### src/rtl/reg_file_pkg.sv
// reg_file_pkg: shared defaults and helpers for the register bank
package reg_file_pkg;
  localparam int DEF_WIDTH = 32;
  localparam int DEF_DEPTH = 32;
  localparam int ZERO_ADDR = 0;
  function automatic int addr_width(int depth);
    return (depth <= 2) ? 1 : $clog2(depth);
  endfunction
  function automatic logic [7:0] lane_merge(logic [7:0] old_b, logic [7:0] new_b, logic strb);
    return strb ? new_b : old_b;
  endfunction
endpackage

### src/rtl/reg_file_word.sv
// reg_file_word: one byte-strobed register with a sticky written flag
module reg_file_word
  import reg_file_pkg::*;
#(
  parameter int WIDTH = DEF_WIDTH
) (
  input  logic               clk,
  input  logic               reset,
  input  logic               we,
  input  logic [WIDTH-1:0]   wdata,
  input  logic [WIDTH/8-1:0] wstrb,
  output logic [WIDTH-1:0]   q,
  output logic               written
);
  always_ff @(posedge clk or negedge reset)
    if (!reset) begin
      q <= '0;
      written <= 1'b0;
    end else if (we) begin
      for (int i = 0; i < WIDTH / 8; i++) q[8*i+:8] <= lane_merge(q[8*i+:8], wdata[8*i+:8], wstrb[i]);
      if (|wstrb) written <= 1'b1;
    end
endmodule

### src/rtl/reg_file_bank.sv
// reg_file_bank: two async read ports, one byte-strobed write port, optional bypass and zero register
module reg_file_bank
  import reg_file_pkg::*;
#(
  parameter int WIDTH    = DEF_WIDTH,
  parameter int DEPTH    = DEF_DEPTH,
  parameter bit ZERO_REG = 1'b1,
  parameter bit BYPASS   = 1'b1,
  localparam int ADDR_W  = addr_width(DEPTH)
) (
  input  logic               clk,
  input  logic               reset,
  input  logic               we,
  input  logic [ADDR_W-1:0]  waddr,
  input  logic [WIDTH-1:0]   wdata,
  input  logic [WIDTH/8-1:0] wstrb,
  input  logic [ADDR_W-1:0]  raddr_a,
  output logic [WIDTH-1:0]   rdata_a,
  output logic               rvalid_a,
  input  logic [ADDR_W-1:0]  raddr_b,
  output logic [WIDTH-1:0]   rdata_b,
  output logic               rvalid_b
);
  logic [WIDTH-1:0] words [DEPTH];
  logic [DEPTH-1:0] flags;
  logic             wr_ok;
  assign wr_ok = we && reset && (32'(waddr) < DEPTH) && !(ZERO_REG && waddr == ADDR_W'(ZERO_ADDR));
  for (genvar g = 0; g < DEPTH; g++) begin : g_word
    if (ZERO_REG && g == ZERO_ADDR) begin : g_zero
      assign words[g] = '0;
      assign flags[g] = 1'b0;
    end else begin : g_reg
      reg_file_word #(.WIDTH(WIDTH)) u_word (
        .clk(clk),
        .reset(reset),
        .we(we && waddr == ADDR_W'(g)),
        .wdata(wdata),
        .wstrb(wstrb),
        .q(words[g]),
        .written(flags[g])
      );
    end
  end
  // Both read ports are identical; out-of-range addresses read as empty
  for (genvar p = 0; p < 2; p++) begin : g_port
    logic [ADDR_W-1:0] a;
    logic [WIDTH-1:0]  stored, merged, rd;
    logic              hit, zero, byp, rv;
    assign a      = (p == 0) ? raddr_a : raddr_b;
    assign hit    = 32'(a) < DEPTH;
    assign zero   = ZERO_REG && a == ADDR_W'(ZERO_ADDR);
    assign byp    = BYPASS && wr_ok && a == waddr;
    assign stored = hit ? words[a] : '0;
    always_comb begin
      merged = '0;
      for (int i = 0; i < WIDTH / 8; i++) merged[8*i+:8] = lane_merge(stored[8*i+:8], wdata[8*i+:8], wstrb[i]);
    end
    assign rd = byp ? merged : stored;
    assign rv = zero || (byp && |wstrb) || (hit && flags[a]);
  end
  assign rdata_a  = g_port[0].rd;
  assign rvalid_a = g_port[0].rv;
  assign rdata_b  = g_port[1].rd;
  assign rvalid_b = g_port[1].rv;
endmodule

### config.mk
export PLATFORM = sky130hd
export DESIGN_NAME = reg_file_bank
export DESIGN_NICKNAME = d
export VERILOG_FILES = /design/src/rtl/reg_file_pkg.sv /design/src/rtl/reg_file_word.sv /design/src/rtl/reg_file_bank.sv
export SDC_FILE = /design/constraint.sdc
export NUM_CORES = 2
export LEC_CHECK = 0
export ABC_AREA = 0
export CAP_MARGIN = 20
export CORE_ASPECT_RATIO = 1.4
export CORE_MARGIN = 2
export CORE_UTILIZATION = 35
export DETAILED_ROUTE_END_ITERATION = 7
export GPL_ROUTABILITY_DRIVEN = 0
export SYNTH_ARGS = -nofsm -noshare
export SYNTH_HDL_FRONTEND = slang
export SYNTH_SLANG_ARGS = --single-unit
### constraint.sdc
create_clock -name clk -period 2.6 [get_ports clk]
set_input_delay 0.39 -clock clk [delete_from_list [all_inputs] [get_ports clk]]
set_output_delay 0.39 -clock clk [all_outputs]
set_load 0.01 [all_outputs]
# After elaboration in Yosys (flattened, before gate mapping)
# Index checks and enable logic that the tools add are counted.
# word_totals
ff_bits,1023
in_bits,54
out_inout_bits,66
word_cells,415
# classes
n_lt_le_gt_ge,4
eq_ne,33
muxes,20
bitwise_logic,2
reduce_logical,201
# op_table
op,n
$bmux 32 s5,2
$reduce_and 2->1,155
$mux 32,6
$eq 5x5->1 const B,16
$mux 8,8
$eq 5x4->1 const B,8
$logic_and 1x1->1,37
$eq 5x3->1 const B,4
$logic_not 5->1,3
$ge 6x6->1 const B,2
$lt 5x6->1 const B,2
$not 5->6,2
$bmux 1 s5,2
$eq 5x2->1 const B,2
$eq 5x5->1,2
$eq 5x1->1 const B,1
$logic_or 1x1->1,4
$reduce_or 4->1,1
$mux 1,2
$logic_not 1->1,1

# Logic depth before layout (Yosys ltp)
# depth
depth_word,7
depth_mapped,9
ltp_nobuf,5

# Hierarchy
# A second synthesis with hierarchy kept.
# hier_totals
hier_cells,3808
hier_area_um2,55226.7
# modules_own_cells
mod,n_inst,cells_each,area_per_inst_um2,seq_area_each_um2
reg_file_word,31,72,1233.7,825.8
reg_file_bank,1,1576,16982.5,0.0

# Least setup slack after synthesis
# OpenSTA, ideal clock, no wires.
# synth_path
path_type,input to output
startpoint,in raddr_a[0]
endpoint,out rdata_a[31]
arrival_ns,1.970
required_ns,2.210
setup_slack_ns,0.240
stages,8
path_buffers,3
cell_sequence,buf_6 nor2b_1 buf_2 clkbuf_1 a221oi_1 a221oi_1 o21ai_0 o41ai_1
# synth_via
elab_chain_len,6
word_cells_on_any_way,8
# synth_rtl
item,line_no,source
from (decl),reg_file_bank.sv:17,"input logic [ADDR_W-1:0] raddr_a,"
$not 5->6 (not written as such),reg_file_bank.sv:53,assign stored = hit ? words[a] : '0;
$bmux 32 s5,reg_file_bank.sv:53,
$mux 32 (not written as such) (2 in series),reg_file_bank.sv:53,
$mux 8,reg_file_pkg.sv:10,return strb ? new_b : old_b;
$mux 32 *,reg_file_bank.sv:58,assign rd = byp ? merged : stored;
to (decl),reg_file_bank.sv:18,"output logic [WIDTH-1:0] rdata_a,"
# Every way passes the cells marked *; elsewhere a longest branch is shown, timed or not. The select of a mux whose other input is x is not followed.

# Worst setup path in the final report
# layout_path
startpoint,reg g_word[18].g_reg.u_word.written
endpoint,out rvalid_a
# layout_via
elab_chain_len,3
# layout_rtl
item,line_no,source
from (decl),reg_file_word.sv:13,output logic written
from (signal assigned),reg_file_word.sv:18,written <= 1'b0;
from (signal assigned),reg_file_word.sv:21,if (|wstrb) written <= 1'b1;
$bmux 1 s5,reg_file_bank.sv:59,assign rv = zero || (byp && |wstrb) || (hit && flags[a]);
$mux 1 (not written as such),reg_file_bank.sv:59,
$logic_or 1x1->1,reg_file_bank.sv:59,
to (decl),reg_file_bank.sv:19,"output logic rvalid_a,"
# No other way between the ends. The select of a mux whose other input is x is not followed.

==> impl_metrics.tcl <==
set metrics [dict create \
    status "finished with violations" \
    violations "negative hold slack, negative setup slack" \
    num_rows 172 \
    cts_tree "built" \
    max_cap_viol_count 0 \
    relSlewSlack_pct 34.4 \
    cts_buffers 108 \
    max_freq_ghz 0.335 \
    finish.utilization_pct 45.9 \
    cp.required_ns 2.21 \
    synth_edf_count 0 \
    grt_pass1_vias 40800 \
    tightest_slew_ns 0.984 \
    drive_gt1_share_pct 61.0 \
    fin_cells 6626 \
    ys_seq_area_share_pct 46.3 \
    die_area_sq_um 161000 \
    avgViaCountPerCell 5.83 \
    vias 38700 \
    timing.final.crit_period_ns 2.98 \
    synth-seq-cells 1023 \
    area_growth_pct 30.0 \
    core-area_sq_um 157000 \
    path_cells "mux4_2, nor2b_1, a211oi_2, a21oi_1, a221o_1, buf_6" \
    htree_num_levels 3 \
    drtIter0Drc 3041 \
    synth.net_count 3869 \
    ir_drop_v 0.000610 \
    path_buf_inv 1 \
    cellLeakagePower_nw 32.6 \
    synth_top_cell_by_area "dfrtp_1" \
    die_x_um 340 \
    crit_family "compound AO/OA/AOI/OAI gates" \
    drt_first_pass_iters 5 \
    cp_data_arrival_time_ns 2.59 \
    drc 0 \
    cpMaxStageDelayCell "mux4_2" \
    postSynthCellCount 3815 \
    wl_um 186000 \
    initial_core_util_pct 35.3 \
    async_flop_share_pct 100 \
    finalCritPeriodShare_pct 115 \
    antenna_found_initial 3 \
    yosys.cell_types.count 59 \
    die_y_um 475 \
    fin_nets 4497 \
    finalHoldViolations 2 \
    critPathLaunchType "flop" \
    root_buffer "clkbuf_16" \
    layout.cells.most_common_list "mux2_2 (1049), dfrtp_1 (1023), buf_4 (464)" \
    groute.usage.overall_pct 23.0 \
    setup_viol 66 \
    grt_max_degree 162 \
    grt-ovfl-total 0 \
    crit_type "reg2out" \
    yosys-top-cells-area "dfrtp_1 (46%), mux2_2 (22%), mux4_2 (18%)" \
    grt_pass1_wl_um 276000 \
    ant_nets 0 \
    yosys_warnings 0 \
    syn_area_sq_um 55300 \
    powerDensity_nw_per_um2 641 \
    clk_pin_slew_worst_paths_ns 0.06 \
    clk_latency_ns 0.76 \
    rsz0062_at_grt "true" \
    synth_top_area_share_pct 46.3 \
    report.final.slew_viol_count 0 \
    portBuffers 119 \
    reg2reg_to "g_word[1].g_reg.u_word.q[6]$_DFFE_PN0P_" \
    path_max_fanout 3 \
    layout_commonest_cell "mux2_2" \
    whs_ns -0.000456 \
    fin_skew_ns 0 \
    min_path_type "in2async" \
    slowest_delay_ns 0.48 \
    cts_max_path_buffers 3 \
    end_kind "primary output" \
    ios 120 \
    worst_slack_ns -0.384 \
    ys.flop_type "dfrtp_1" \
    r2r_start "g_word[1].g_reg.u_word.q[6]$_DFFE_PN0P_" \
    syn_avg_cell_area_sq_um 14.5 \
    hpwlAfterDp_um 131000 \
    dp.cells 6363 \
    r2r_slack_ns 1.68 \
    wl_per_cell_um 28.1 \
    clock_sinks 1023 \
    reg2reg_depth 2 \
]
==> per-layer routing <==
layer / vias to the layer above / routed length [um] / track usage, %
met5: - / 13 / 0
met4: 2 / 7240 / 9.38
met3: 364 / 11700 / 3.70
met2: 1365 / 92400 / 38.6
met1: 20700 / 74900 / 29.5
li1: 16200 / - / -
==> cells by family after synthesis <==
family / after synthesis / synth area share [%]
buf+inv: 341 / 2.93
compound gates: 423 / 5.90
flops: 1023 / 46.3
simple gates: 401 / 3.34
xor+xnor: 11 / 0.174
mux: 1616 / 41.4
==> registers in the layout, summed over array words and instances, names as in the netlist <==
name,count
g_word.g_reg.u_word.q,992
g_word.g_reg.u_word.written,31
==> stage by stage <==
step / TNS (ns) / area, sq um / worst slack (ns) / total power [mW]
final: -15.55 / 71900 / -0.384 / 46.1
after global routing: -19.37 / 71900 / -0.463 / 47.9
after CTS: -18.57 / 71300 / -0.467 / 46.2
after detailed placement: -54.74 / 65500 / -1.17 / 28.6
after global placement: -53.43 / 65500 / -1.17 / 28.3
after floorplan: 0 / 55300 / 0.240 / 25.0
==> worst max path at each step <==
| stage | end | depth (start not counted) | from | slack, ns |
|---|---|---|---|---|
| 2_1_floorplan | rdata_a[31] | 8 | raddr_a[0] | 0.24 |
| 3_3_place_gp | rdata_a[15] | 9 | waddr[2] | -1.17 |
| 3_5_place_dp | rdata_a[15] | 9 | waddr[2] | -1.17 |
| 4_1_cts | rvalid_a | 6 | g_word[19].g_reg.u_word.written$_DFFE_PN0P_ | -0.47 |
| 5_1_grt | rvalid_a | 6 | g_word[19].g_reg.u_word.written$_DFFE_PN0P_ | -0.46 |
| 6_report | rvalid_a | 6 | g_word[18].g_reg.u_word.written$_DFFE_PN0P_ | -0.38 |
==> cells in the mapped netlist, types with 4 or more instances <==
cell	count
a221o_1	20
mux2i_1	108
xnor2_1	6
xor2_1	5
dfrtp_1	1023
o221ai_1	29
o22ai_1	53
o21ai_0	21
nor2b_1	52
a22o_1	48
nand2_2	16
mux4_2	431
a32o_1	6
a221oi_1	67
a31oi_1	29
nand3_1	9
buf_4	38
nand4_2	4
a22oi_1	4
nor2_1	93
a211oi_1	34
mux2_2	1077
o41ai_1	5
nand2_1	192
inv_1	6
nand4_1	7
buf_1	13
buf_2	80
a21o_1	30
nand2b_1	7
a21oi_1	32
buf_6	13
a211o_1	30
clkbuf_1	190
==> timing repair <==
action | in CTS | in global routing
endpoints found under the hold margin | 21 | 0
gates cloned | 3 | 0
pin swaps | 150 | 69
buffers inserted | 66 | 17
setup endpoints to repair | 66 | 66
hold buffers | 1 | 0
resized for setup | 610 | 106
==> cell type report <==
class / count / area (sq um)
inverters: 7 / 26.3
clock buffers: 146 / 3080
flip-flops and latches: 1023 / 25600
multi-input cells: 2451 / 30100
diodes: 1 / 2.50
repair buffers: 852 / 9730
fillers: 13800 / 84900
clock inverters: 58 / 825
well taps: 2088 / 2610
==> worst register-to-register path, delay by kind of cell, from the launching register on <==
family	cells	cell delay, ns
buffers and inverters	1	0.14
flip-flops	1	0.40
multiplexers	1	0.26
==> power breakdown <==
group	total, mW	leakage, nW	internal, mW	switching, mW
Clock	17.0	1.90	10.0	7.02
Combinational	9.46	17.1	5.47	3.99
Sequential	19.6	13.5	18.1	1.55
Total	46.1	32.6	33.6	12.6
Note: power is estimated with default switching activity, not from simulation.
